==> src/rtl/icache_axi_refill_master.sv <==
// AXI4 read-burst master that fetches one cache line per refill request,
// with INCR (line-aligned) or WRAP (critical-word-first) bursts and per-line error reporting.
module icache_axi_refill_master #(
  parameter int DATA_W     = 32,
  parameter int LINE_WORDS = 4,
  parameter int WRAP_EN    = 0
) (
  input  logic              clk,
  input  logic              rst_n,
  input  logic [31:0]       refill_addr,
  input  logic              refill_start,
  output logic              refill_busy,
  output logic              refill_done,
  output logic              refill_err,
  output logic [DATA_W-1:0] refill_data,
  output logic [$clog2(LINE_WORDS)-1:0] refill_word,
  output logic              refill_data_valid,
  output logic              refill_crit,
  output logic [31:0]       M_AXI_ARADDR,
  output logic [7:0]        M_AXI_ARLEN,
  output logic [2:0]        M_AXI_ARSIZE,
  output logic [1:0]        M_AXI_ARBURST,
  output logic [2:0]        M_AXI_ARPROT,
  output logic              M_AXI_ARVALID,
  input  logic              M_AXI_ARREADY,
  input  logic [DATA_W-1:0] M_AXI_RDATA,
  input  logic [1:0]        M_AXI_RRESP,
  input  logic              M_AXI_RLAST,
  input  logic              M_AXI_RVALID,
  output logic              M_AXI_RREADY
);

  localparam int OFF  = $clog2(DATA_W / 8);
  localparam int WIDX = $clog2(LINE_WORDS);
  localparam logic [31:0] ADDR_MASK = (WRAP_EN != 0) ? ~((32'd1 << OFF) - 32'd1)
                                                     : ~((32'd1 << (OFF + WIDX)) - 32'd1);
  localparam logic [WIDX:0]   LAST_BEAT = (WIDX + 1)'(LINE_WORDS - 1);
  localparam logic [WIDX:0]   CNT_ONE   = (WIDX + 1)'(1);
  localparam logic [WIDX-1:0] WORD_ONE  = WIDX'(1);

  typedef enum logic [1:0] {IDLE, AR, R} state_t;

  state_t          state, state_next;
  logic [WIDX:0]   beat_cnt;
  logic [WIDX-1:0] word_idx;
  logic [WIDX-1:0] start_idx;
  logic            err_acc;
  logic            beat, last_count, finish, err_next;

  assign M_AXI_ARLEN   = 8'(LINE_WORDS - 1);
  assign M_AXI_ARSIZE  = 3'(OFF);
  assign M_AXI_ARBURST = (WRAP_EN != 0) ? 2'b10 : 2'b01;
  assign M_AXI_ARPROT  = 3'b100;

  assign start_idx  = (WRAP_EN != 0) ? refill_addr[OFF+WIDX-1:OFF] : '0;
  assign beat       = M_AXI_RVALID && M_AXI_RREADY;
  assign last_count = (beat_cnt == LAST_BEAT);
  assign finish     = beat && (M_AXI_RLAST || last_count);
  // A beat is bad if the slave flags SLVERR/DECERR or RLAST disagrees with our own beat count.
  assign err_next   = err_acc | (M_AXI_RRESP >= 2'b10) | (M_AXI_RLAST != last_count);

  always_comb begin
    state_next = state;
    case (state)
      IDLE:    if (refill_start)  state_next = AR;
      AR:      if (M_AXI_ARREADY) state_next = R;
      R:       if (finish)        state_next = IDLE;
      default: state_next = IDLE;
    endcase
  end

  always_ff @(posedge clk) begin
    if (!rst_n) state <= IDLE;
    else        state <= state_next;
  end

  always_ff @(posedge clk) begin
    if (!rst_n) begin
      refill_busy       <= 1'b0;
      refill_done       <= 1'b0;
      refill_err        <= 1'b0;
      refill_data       <= '0;
      refill_word       <= '0;
      refill_data_valid <= 1'b0;
      refill_crit       <= 1'b0;
      M_AXI_ARADDR      <= '0;
      M_AXI_ARVALID     <= 1'b0;
      M_AXI_RREADY      <= 1'b0;
      beat_cnt          <= '0;
      word_idx          <= '0;
      err_acc           <= 1'b0;
    end else begin
      refill_data_valid <= 1'b0;
      refill_crit       <= 1'b0;
      refill_done       <= 1'b0;
      case (state)
        IDLE: begin
          if (refill_start) begin
            M_AXI_ARADDR  <= refill_addr & ADDR_MASK;
            M_AXI_ARVALID <= 1'b1;
            refill_busy   <= 1'b1;
            beat_cnt      <= '0;
            err_acc       <= 1'b0;
            word_idx      <= start_idx;
          end
        end
        AR: begin
          if (M_AXI_ARREADY) begin
            M_AXI_ARVALID <= 1'b0;
            M_AXI_RREADY  <= 1'b1;
          end
        end
        R: begin
          if (beat) begin
            refill_data       <= M_AXI_RDATA;
            refill_word       <= word_idx;
            refill_data_valid <= 1'b1;
            refill_crit       <= (beat_cnt == '0);
            word_idx          <= word_idx + WORD_ONE;
            beat_cnt          <= beat_cnt + CNT_ONE;
            err_acc           <= err_next;
            // Line ends on early RLAST or on the last counted beat, whichever comes first.
            if (finish) begin
              M_AXI_RREADY <= 1'b0;
              refill_busy  <= 1'b0;
              refill_done  <= 1'b1;
              refill_err   <= err_next;
            end
          end
        end
        default: ;
      endcase
    end
  end

endmodule
==> config.mk <==
export PLATFORM = sky130hd
export DESIGN_NAME = icache_axi_refill_master
export DESIGN_NICKNAME = d
export VERILOG_FILES = /design/src/rtl/icache_axi_refill_master.sv
export SDC_FILE = /design/constraint.sdc
export NUM_CORES = 1
export LEC_CHECK = 0
export CORE_MARGIN = 8
export CORE_UTILIZATION = 25
export DETAILED_ROUTE_END_ITERATION = 7
export PLACE_DENSITY = 0.57
export RECOVER_POWER = 25
export SYNTH_ARGS = -nofsm -noshare
export SYNTH_HDL_FRONTEND = slang
export SYNTH_SLANG_ARGS = --single-unit
==> constraint.sdc <==
create_clock -name clk -period 2.65 [get_ports clk]
set_clock_uncertainty 0.15 [all_clocks]
set_input_delay 0.265 -clock clk [delete_from_list [all_inputs] [get_ports clk]]
set_output_delay 0.265 -clock clk [all_outputs]
set_load 0.005 [all_outputs]
==> impl_metrics.json, run 1 <==
{
  "dr.first_iter.drc_count": 107,
  "die_w_um": 124,
  "status": "finished clean",
  "p_int_w": 0.00212,
  "dp_hpwl_um": 6540,
  "ff_latch_area_um2": 1540,
  "grt.overflow.total": 0,
  "routed_wl_um": 8920,
  "dr.pass1.iters": 4,
  "avgSynthCellArea_um2": 8.08,
  "finalCritPeriodShare_pct": 74.2,
  "antenna_found_initial": 0,
  "clkPwrFrac_pct": 44.7,
  "clk_pin_slew_ps": 60,
  "syn2layout_area_growth_pct": 59.4,
  "pin_count": 161,
  "cp_max_fo": 3,
  "finalCriticalPeriod_ps": 1970,
  "postRouteAntennaNets": 0,
  "crit_type": "flip-flop to flip-flop",
  "critPathArrivalTime_ps": 2040,
  "clk_path_buf_depth": 2,
  "grt_usage_pct": 11.5,
  "drive_gt1_share_pct": 5.03,
  "ys_types": 27,
  "die_h_um": 124,
  "ys_ff_latch": 77,
  "dp.cells": 624,
  "diodes": 0,
  "hp-class": "flip-flop to flip-flop",
  "switching_share_pct": 22.2,
  "synth_warnings": 0,
  "start_util_pct": 25.6,
  "fillers": 1177,
  "drc": 0,
  "wl_per_cell_um": 13.9,
  "grt_pass1_wl_um": 13800,
  "clock-sinks": 77,
  "setup_viol": 0,
  "cts_inserted_buffers": 9,
  "fin_util_pct": 40.7,
  "fin_cells": 640,
  "cts.repair.resized": 0,
  "pwr-share-seq_pct": 44.6,
  "synth_common_cells": "130 x nand2_1, 77 x dfxtp_1, 68 x a21oi_1",
  "synth_cells": 361,
  "synthesis.area_um2": 2920,
  "synth.most_common_cell": "nand2_1",
  "combPwrFrac_pct": 10.7,
  "p_leak_nw": 1.80,
  "grt_pass1_vias": 2664,
  "grt_max_degree": 35,
  "cts_setup_buffers": 0,
  "routabilityCongestion": 0.716,
  "rsz0062_at_grt": "no",
  "tritoncts": "done",
  "synth_edf_count": 0,
  "post_drt_via_cell_ratio": 4.27,
  "maxCapViolCount": 0,
  "finalHoldViolations": 0,
  "nets": 568,
  "hold_buffers": 0,
  "cp_data_required_time_ps": 2720,
  "ys.flop_type": "dfxtp_1",
  "p_per_area_nw_per_um2": 585,
  "seq_area_frac_synth_pct": 52.8,
  "rrSetupSlack_ps": 680,
  "max_freq_mhz": 509,
  "relSlewSlack_pct": 47.7,
  "die-area_um2": 15400,
  "root_buffer": "clkbuf_16",
  "synth_top_area_share_pct": 52.8,
  "yosys.area.top_type": "dfxtp_1",
  "portBuffers": 135,
  "h-tree-depth": 3,
  "switchingPower_w": 0.000603,
  "ys_async_sr_fraction_pct": 0,
  "end_kind": "flip-flop",
  "setup_tns_ps": 0,
  "multiInputGateArea_um2": 1160,
  "clk_latency_ps": 330,
  "start_kind": "flip-flop",
  "power_w": 0.00272,
  "rows": 39,
  "peakVddDrop_uv": 272,
  "vias": 2734,
  "worst_slew_pin_slew_ps": 785,
  "slew_violations": 0,
  "yosys-top-cells-area": "dfxtp_1 53%, nand2_1 17%, a21oi_1 12%, buf_4 5.7%, buf_2 1.7%",
  "core_area_um2": 11400
}
cells in the final DEF (no fill, tap or decap), types with 2 or more instances in the layout:
cell type,n
conb_1,20
nand2_1,130
nand3_1,4
nor2_1,3
nor2b_1,2
dlygate4sd3_1,30
buf_12,2
dfxtp_1,77
clkbuf_16,9
clkbuf_1,3
or3_1,3
o21ai_0,3
ha_1,4
clkinv_2,2
inv_1,8
nor3_1,2
clkdlybuf4s50_1,105
buf_4,6
a21oi_1,68
path summary, 6_finish.rpt:
| kind | startpoint | to | cells after the start |
|---|---|---|---|
| min reg2reg | beat_cnt[2] | refill_crit | 1 |
| max reg2reg | beat_cnt[0] | refill_err | 7 |
| min | beat_cnt[2] | refill_crit | 1 |
| max | beat_cnt[0] | refill_err | 7 |
critical path, stage by stage (launching register included):
cell and delay, ps:
dfxtp_1 320, ha_1 200, ha_1 170, inv_1 50, ha_1 200, or3_1 330, or3_1 310, o211a_1 120
flip-flops by register name, summed over array words and instances (netlist names), 2 cells and up:
register,flops
M_AXI_ARADDR,28
beat_cnt,3
refill_data,32
refill_word,2
state,2
word_idx,2
power groups by stage:
stage | clock network, W | logic [W] | registers, W
floorplan | 0 | 0.000117 | 0.00124
global placement | 0 | 0.000298 | 0.00124
detailed placement | 0 | 0.000300 | 0.00124
CTS | 0.00126 | 0.000302 | 0.00122
global route | 0.00131 | 0.000322 | 0.00122
finish | 0.00122 | 0.000290 | 0.00121
area by class of cell:
cell class / count / share of cell area (%)
Sequential cell: 77 / 33.1
Timing Repair Buffer: 144 / 31.0
Multi-Input combinational cell: 251 / 25.0
Clock buffer: 12 / 5.30
Tap cell: 143 / 3.85
Clock inverter: 4 / 1.02
Inverter: 9 / 0.726
layer usage:
| metal | global-route usage, % | part of all wire (%) | wire length (um) | vias to the layer above |
|---|---|---|---|---|
| met5 | 0 | 0 | 0 | - |
| met4 | 4.01 | 1.4 | 121 | 0 |
| met3 | 4.53 | 8.4 | 750 | 9 |
| met2 | 19.7 | 50 | 4480 | 74 |
| met1 | 12.7 | 40 | 3570 | 1256 |
| li1 | - | - | - | 1395 |
metrics by stage:
stage,area (um2),hold slack (ps),setup slack [ps]
2_1_floorplan,2990,245,754
3_3_place_gp,4360,284,589
3_5_place_dp,4360,288,597
4_1_cts,4650,298,681
5_1_grt,4650,312,612
6_report,4650,296,685
kinds of logic (layout without fill, tap and decap cells):
logic type	count (synthesis)	count (layout)	share of synthesized area [%]
mux	1	1	0.343
simple gates	150	150	21.4
fa+ha+maj	4	4	1.72
compound gates	76	76	13.6
other cells	2	20	0.257
buf+inv	51	169	9.82
flops	77	77	52.8
(Power assumes the default switching activity.)
==> run 2, diff against run 1 <==
clock period = 1.9 ns   (was 2.65 ns; I/O delays follow)
==> impl_metrics.json, run 2 (synthesis gave the netlist of run 1 again) <==
{
  "status": "finished, violations left",
  "violations": "negative setup slack",
  "peakVddDrop_uv": 424,
  "cpMaxStageDelayCell": "dfxtp_2",
  "clk_path_buf_depth": 2,
  "routabilityCongestion": 0.719,
  "clk_latency_ps": 330,
  "crit_type": "flip-flop to flip-flop",
  "clk_pin_slew_ps": 50,
  "use_met3_pct": 4.67,
  "antenna_found_initial": 0,
  "post_drt_via_cell_ratio": 4.27,
  "crit_start": "beat_cnt[0]",
  "routed_wl_um": 9010,
  "setup_viol": 1,
  "p_leak_nw": 1.74,
  "clock-sinks": 77,
  "h-tree-depth": 3,
  "final_cell_mix": "130 x nand2_1, 130 x clkdlybuf4s50_1, 75 x dfxtp_1",
  "use_met1_pct": 12.0,
  "core_area_um2": 11400,
  "cp_cell_sequence": "ha_4 -> ha_1 -> inv_1 -> ha_1 -> or3_1 -> or3_1 -> o211a_1",
  "fillers": 1175,
  "r2r-start": "beat_cnt[0]",
  "syn2layout_area_growth_pct": 60.3,
  "setup_tns_ps": -32.2,
  "nets": 574,
  "multiInputGateArea_um2": 1170,
  "dr.pass1.iters": 4,
  "critPathBufInv": 1,
  "use_met2_pct": 19.5,
  "grt.overflow.total": 0,
  "finalCritPeriodShare_pct": 102,
  "fin_util_pct": 41.0,
  "drive_gt1_share_pct": 6.37,
  "grt_usage_pct": 11.4,
  "cts_setup_buffers": 0,
  "p_per_area_nw_per_um2": 792,
  "maxCapViolCount": 0,
  "min_from": "refill_addr[26]",
  "ff_latch_area_um2": 1540,
  "vias": 2752,
  "cts_inserted_buffers": 9,
  "cpLargestDelayFamily": "simple AND/OR/NAND/NOR gates",
  "cp_max_fo": 2,
  "finalCriticalPeriod_ps": 1930,
  "pin_count": 161,
  "grt_pass1_wl_um": 13500,
  "dr.first_iter.drc_count": 93,
  "portBuffers": 135,
  "setup_slack_ps": -32.2,
  "cp_data_required_time_ps": 1970,
  "diodes": 0,
  "slew_violations": 0,
  "wl_per_cell_um": 14.0,
  "start_kind": "flip-flop",
  "die_h_um": 124,
  "postRouteAntennaNets": 0,
  "rsz0062_at_grt": "yes",
  "grt_max_degree": 36,
  "busiest_layer": "met2",
  "max_freq_mhz": 518,
  "grt_pass1_vias": 2630,
  "regMostFlops": "refill_data",
  "drc": 0,
  "largest_register_ffs": 32,
  "die-area_um2": 15400,
  "die_w_um": 124,
  "finalHoldViolations": 0,
  "root_buffer": "clkbuf_16",
  "max_stage_delay_ps": 330,
  "top_regs": "refill_data (32), M_AXI_ARADDR (28), beat_cnt (3)",
  "worst_slew_pin_slew_ps": 546,
  "critPathArrivalTime_ps": 2000,
  "tritoncts": "done",
  "relSlewSlack_pct": 63.6,
  "dp_hpwl_um": 6760,
  "hp-class": "primary input to flip-flop",
  "end_kind": "flip-flop",
  "start_util_pct": 25.6,
  "rows": 39
}
## run 2: metrics by stage
| step | cells | worst slack (ps) | area, um2 | total power [W] | hold WS [ps] |
|---|---|---|---|---|---|
| 2_1_floorplan | 379 | 3.95 | 2990 | 0.00189 | 170 |
| 4_1_cts | 645 | -49.8 | 4680 | 0.00378 | 243 |
| 5_1_grt | 645 | -100 | 4680 | 0.00389 | 257 |
| 3_5_place_dp | 630 | -66.4 | 4390 | 0.00215 | 295 |
| 3_3_place_gp | 630 | -77.7 | 4390 | 0.00215 | 282 |
| 6_report | 645 | -32.2 | 4680 | 0.00370 | 261 |
## run 2: worst paths after layout
kind,cells past startpoint,end,slack (ps)
worst max-delay path,7,refill_err,-30
worst min-delay path,3,M_AXI_ARADDR[26],260
worst max register to register,7,refill_err,-30
worst min register to register,2,refill_data[9],300
## run 2: layout make-up
cell class                 count  area share (%)
multi-input combinational    251            25.1
timing repair buffer         150            31.4
clock buffer                  14            5.86
clock inverter                 1           0.107
inverter                       9           0.722
sequential                    77            33.0
tap                          143            3.82
## run 2: layer usage
metal | up-vias | wire length [um]
met5 | - | 0
met4 | 0 | 165
met3 | 11 | 797
met2 | 88 | 4580
met1 | 1257 | 3470
li1 | 1396 | -
## run 2: power by group
| part | internal [W] | switching, W |
|---|---|---|
| clock network | 0.000983 | 0.000612 |
| logic | 0.000247 | 0.000166 |
| registers | 0.00167 | 0.0000312 |
## run 2: worst reg2reg max path, cell delays in order, from the launching register on
cell and delay, ps:
dfxtp_2 330, ha_4 150, ha_1 170, inv_1 50, ha_1 210, or3_1 320
or3_1 310, o211a_1 130
## run 2: what timing repair did
action / in CTS / in global routing
setup endpoints to repair: 1 / 1
gates resized for setup: 2 / 2
hold buffers: 0 / 0
pin swaps: 0 / 0
==> RTL change 1: new RTL, flow settings as in run 2 <==
Put one more register stage on the output `refill_err`, with the module's reset. The value now appears one clock later. The other outputs are not delayed to match.
--- a/src/rtl/icache_axi_refill_master.sv
+++ b/src/rtl/icache_axi_refill_master.sv
@@ -40,6 +40,8 @@
 
   typedef enum logic [1:0] {IDLE, AR, R} state_t;
 
+  logic refill_err_s0;
+
   state_t          state, state_next;
   logic [WIDX:0]   beat_cnt;
   logic [WIDX-1:0] word_idx;
@@ -78,7 +80,7 @@
     if (!rst_n) begin
       refill_busy       <= 1'b0;
       refill_done       <= 1'b0;
-      refill_err        <= 1'b0;
+      refill_err_s0     <= 1'b0;
       refill_data       <= '0;
       refill_word       <= '0;
       refill_data_valid <= 1'b0;
@@ -124,7 +126,7 @@
               M_AXI_RREADY <= 1'b0;
               refill_busy  <= 1'b0;
               refill_done  <= 1'b1;
-              refill_err   <= err_next;
+              refill_err_s0 <= err_next;
             end
           end
         end
@@ -133,4 +135,12 @@
     end
   end
 
+  always_ff @(posedge clk) begin
+    if (!rst_n) begin
+      refill_err <= '0;
+    end else begin
+      refill_err <= refill_err_s0;
+    end
+  end
+
 endmodule
Behaviour: not the same (Yosys sat finds a counterexample within 4 cycles, from zero or initial values and one cycle with rst_n low).
==> RTL change 1 against run 2 <==
- routed wire length decreased by 2.0%
- sequential share of layout area down 0.10 points
- fmax rose by 15%
- cell area is 1.4% higher
- setup slack better by 260 ps
- non-clock buffer count fell by 6
- synthesized cell count up 1.1%
- die area grew 2.2%
- area after synthesis rose by 2.5%
- total power grew 8.7%
- sequential cell count increased by 1
==> RTL change 1: results <==
export IMPL_worst_path_max_fanout=5
export IMPL_synth_area_leaders="dfxtp_1 (52%), nand2_1 (16%), a21oi_1 (11%)"
export IMPL_clk_pin_slew_ps=60
export IMPL_setup_viol_count_final=0
export IMPL_cp_slowest_cell="clkdlybuf4s50_1"
export IMPL_grt_pass1_wl_um=14100
export IMPL_routed_wl_um=8830
export IMPL_use_met1_pct=12.4
export IMPL_min_from="M_AXI_RDATA[20]"
export IMPL_gp_congestion=0.700
export IMPL_vdd_drop_max_mv=0.424
export IMPL_grtUsageMet3_pct=6.88
export IMPL_dp_hpwl_um=6450
export IMPL_cts_setup_buffers=0
export IMPL_timing_rr_start="beat_cnt[0]$_SDFFE_PN0P_"
export IMPL_cts_htree_levels=3
export IMPL_ys_types=32
export IMPL_reg_top3="refill_data: 32 flops, M_AXI_ARADDR: 28 flops, beat_cnt: 3 flops"
export IMPL_drt_iter0_drc=138
export IMPL_grt_pass1_vias=2742
export IMPL_port_buffers=135
export IMPL_cp_startpoint="M_AXI_RREADY$_SDFFE_PN0P_"
export IMPL_nFillCells=1171
export IMPL_cpPeakStageDelay_ps=560
export IMPL_place_ws_ps=78.7
export IMPL_cts_root_buf="clkbuf_16"
export IMPL_grt_max_degree=30
export IMPL_switching_share_pct=21.7
export IMPL_layout_drive_gt1_share_pct=5.61
export IMPL_cp_top_family="buffers and inverters"
export IMPL_clk_latency_ps=340
export IMPL_status="completed"
export IMPL_grt_antenna_before_repair=1
export IMPL_cts_resized=0
export IMPL_grt_use_met2_pct=17.3
export IMPL_grtUsageTotal_pct=11.2
export IMPL_p_leak_nw=1.83
export IMPL_synth_commonest_cells="nand2_1 (130), dfxtp_1 (78), a21oi_1 (66)"
export IMPL_cp_arrival_ps=1330
export IMPL_cts_buffers=9
export IMPL_layout_nets=570
export IMPL_synthArstFlopShare_pct=0
export IMPL_avgViaCountPerCell=4.23
export IMPL_hp_class="input pin to register"
export IMPL_synth_top_flop_cell="dfxtp_1"
export IMPL_synth_warnings=0
export IMPL_ys_seq_area_share_pct=52.2
==> RTL change 1: area by class of cell <==
class | count | area, sq um | share of cell area, %
inverters | 10 | 37.5 | 0.791
diodes | 1 | 2.50 | 0.0527
well taps | 147 | 184 | 3.88
clock buffers | 11 | 253 | 5.33
repair buffers | 144 | 1450 | 30.6
multi-input cells | 251 | 1170 | 24.7
clock inverters | 5 | 81.3 | 1.71
flip-flops and latches | 78 | 1560 | 32.9
==> RTL change 1: worst register-to-register path: cells and delay by family (launching register included) <==
| kind | cells | cell delay, ps |
|---|---|---|
| AO/OA/AOI/OAI | 1 | 180 |
| adder cells (fa/ha/maj) | 3 | 550 |
| AND/OR/NAND/NOR | 2 | 240 |
| flip-flops | 1 | 360 |
| buffers and inverters | 1 | 50 |
==> RTL change 1: path summary, 6_finish.rpt <==
path,cells after the start,to,slack [ps]
max reg2reg,7,state[1]$_SDFFE_PN0P_,260
min reg2reg,1,refill_err$_SDFF_PN0_,300
max,1,M_AXI_RREADY,230
min,3,refill_data[20]$_SDFFE_PN0P_,250
==> RTL change 1: cell families (layout without fill, tap and decap cells) <==
family	after synthesis	after routing	synth area share, %
and+or+nand+nor	148	148	20.8
AOI/OAI and AO/OA	78	78	13.7
DFF	78	78	52.2
buffers and inverters	54	170	11.0
adders and majority gates	4	4	1.67
other	2	21	0.251
muxes	1	1	0.335
==> RTL change 1: per-layer routing <==
metal	vias up	wire length (um)
met5	-	0
met4	0	121
met3	13	977
met2	104	3960
met1	1222	3760
li1	1398	-
==> RTL change 1: per-stage QoR <==
step,instances,area (sq um)
3_3_place_gp,630,4410
4_1_cts,646,4750
5_1_grt,647,4750
3_5_place_dp,630,4410
6_report,647,4750
2_1_floorplan,383,3060
==> RTL change 1: power groups by stage <==
stage          registers (mW)  clock network [mW]  logic, mW
3_3_place_gp             1.75                   0      0.421
2_1_floorplan            1.75                   0      0.180
3_5_place_dp             1.75                   0      0.427
5_1_grt                  1.72                2.04      0.454
4_1_cts                  1.72                1.97      0.429
6_report                 1.71                1.90      0.412
==> RTL change 2: new RTL, flow settings as in run 2 <==
Without the edit above. Change the parameter `DATA_W` from 32 to 64.
--- a/src/rtl/icache_axi_refill_master.sv
+++ b/src/rtl/icache_axi_refill_master.sv
@@ -1,7 +1,7 @@
 // AXI4 read-burst master that fetches one cache line per refill request,
 // with INCR (line-aligned) or WRAP (critical-word-first) bursts and per-line error reporting.
 module icache_axi_refill_master #(
-  parameter int DATA_W     = 32,
+  parameter int DATA_W     = 64,
   parameter int LINE_WORDS = 4,
   parameter int WRAP_EN    = 0
 ) (
Interface: changed (resized M_AXI_RDATA and refill_data); port bits go from 161 to 225. The function was not compared with the original's and may differ.
==> RTL change 2 against run 2 <==
- sequential cell count is 31 higher
- area after synthesis is 45% higher
- sequential share of layout area is 0.84 points lower
- final cell count is 41% higher
- first-iteration DRC count is 77% higher
- die area is 39% higher
- non-clock buffer count is 64 higher
- global-route usage is 0.84 points higher
- setup slack better by 74 ps
- routed wire length is 48% higher
- hold slack worse by 160 ps
- total power is 24% higher
- cell area is 44% higher
- largest cell class unchanged
- largest power group unchanged
==> RTL change 2: results <==
export IMPL_grtUsageTotal_pct=12.2
export IMPL_cp_top_family="adder cells"
export IMPL_seqPwrFrac_pct=50.9
export IMPL_routed_wl_um=13400
export IMPL_hold_worst_slack_ps=101
export IMPL_layout_drive_gt1_share_pct=5.64
export IMPL_place_ws_ps=13.5
export IMPL_synth_commonest_cells="nand2_1 (193), dfxtp_1 (108), a21boi_0 (97)"
export IMPL_dpl_instance_area_sq_mm=0.00641
export IMPL_reg_top3="refill_data: 64 flops, M_AXI_ARADDR: 27 flops, beat_cnt: 3 flops"
export IMPL_clk_pin_slew_ps=70
export IMPL_nFillCells=1656
export IMPL_gp_congestion=0.757
export IMPL_power_mw=4.60
export IMPL_hold_end="refill_err$_SDFFE_PN0P_"
export IMPL_place_inst=895
export IMPL_vias=3868
export IMPL_dp_hpwl_um=9920
export IMPL_p_sw_mw=1.01
export IMPL_grt_pass1_wl_um=21200
export IMPL_holdPathStages=2
export IMPL_status="completed"
export IMPL_cp_slowest_cell="or3_4"
export IMPL_ys_seq_area_share_pct=51.1
export IMPL_drt_iter0_drc=165
export IMPL_port_buffers=197
export IMPL_timing_rr_start="beat_cnt[1]$_SDFFE_PN0P_"
export IMPL_worst_path_max_fanout=3
export IMPL_seqCellArea_sq_mm=0.00216
export IMPL_cp_arrival_ps=1940
export IMPL_ys_types=30
export IMPL_r2r_setup_slack_ps=40
export IMPL_synth_area_leaders="dfxtp_1 (51%), a21boi_0 (17%), nand2_1 (17%)"
export IMPL_setup_viol_count_final=0
export IMPL_cts_root_buf="clkbuf_16"
export IMPL_vdd_drop_max_mv=0.380
export IMPL_avgViaCountPerCell=4.24
export IMPL_layout_nets=796
export IMPL_reg2reg_depth=6
export IMPL_grt_max_degree=51
export IMPL_synth_cells=500
[RTL change 2: changes by cell type after synthesis, sizes merged, moves of 5 or more]
cell and change:
a21boi +97, a21oi -67, nand2 +63, dfxtp +31
buf +9, clkbuf +5
[RTL change 2: kinds of logic after synthesis]
family | share of synthesized area [%]
compound gates | 19.0
fa+ha+maj | 1.18
buf+inv | 8.10
flops | 51.1
mux | 0.237
other cells | 0.177
simple gates | 20.3
[RTL change 2: worst max-delay path by stage]
stage,endpoint,from,slack (ps),depth (start not counted)
after floorplan,refill_err$_SDFFE_PN0P_,beat_cnt[0]$_SDFFE_PN0P_,130,6
after global placement,refill_err$_SDFFE_PN0P_,M_AXI_RLAST,30,5
after detailed placement,refill_err$_SDFFE_PN0P_,M_AXI_RLAST,10,5
after CTS,refill_err$_SDFFE_PN0P_,beat_cnt[0]$_SDFFE_PN0P_,30,6
after global routing,refill_err$_SDFFE_PN0P_,beat_cnt[1]$_SDFFE_PN0P_,-2,6
final,refill_err$_SDFFE_PN0P_,beat_cnt[1]$_SDFFE_PN0P_,40,6
[RTL change 2: layer usage]
layer / vias up / GRT usage, % / share of wire, %
met3: 8 / 5.66 / 9.0
met4: 0 / 3.35 / 0.76
met2: 127 / 20.6 / 47
met1: 1796 / 13.6 / 43
li1: 1937 / - / -
met5: - / 0 / 0
[RTL change 2: layout make-up]
class	count	area share, %
clock buffer	13	3.87
clock inverter	2	0.149
inverter	8	0.446
multi-input combinational	347	27.2
sequential	108	32.2
tap	220	4.09
timing repair buffer	214	32.1
[RTL change 2: timing repair]
item / in CTS / in global routing
buffers inserted: 0 / 2
gates resized for setup: 0 / 8
setup endpoints to repair: 0 / 1
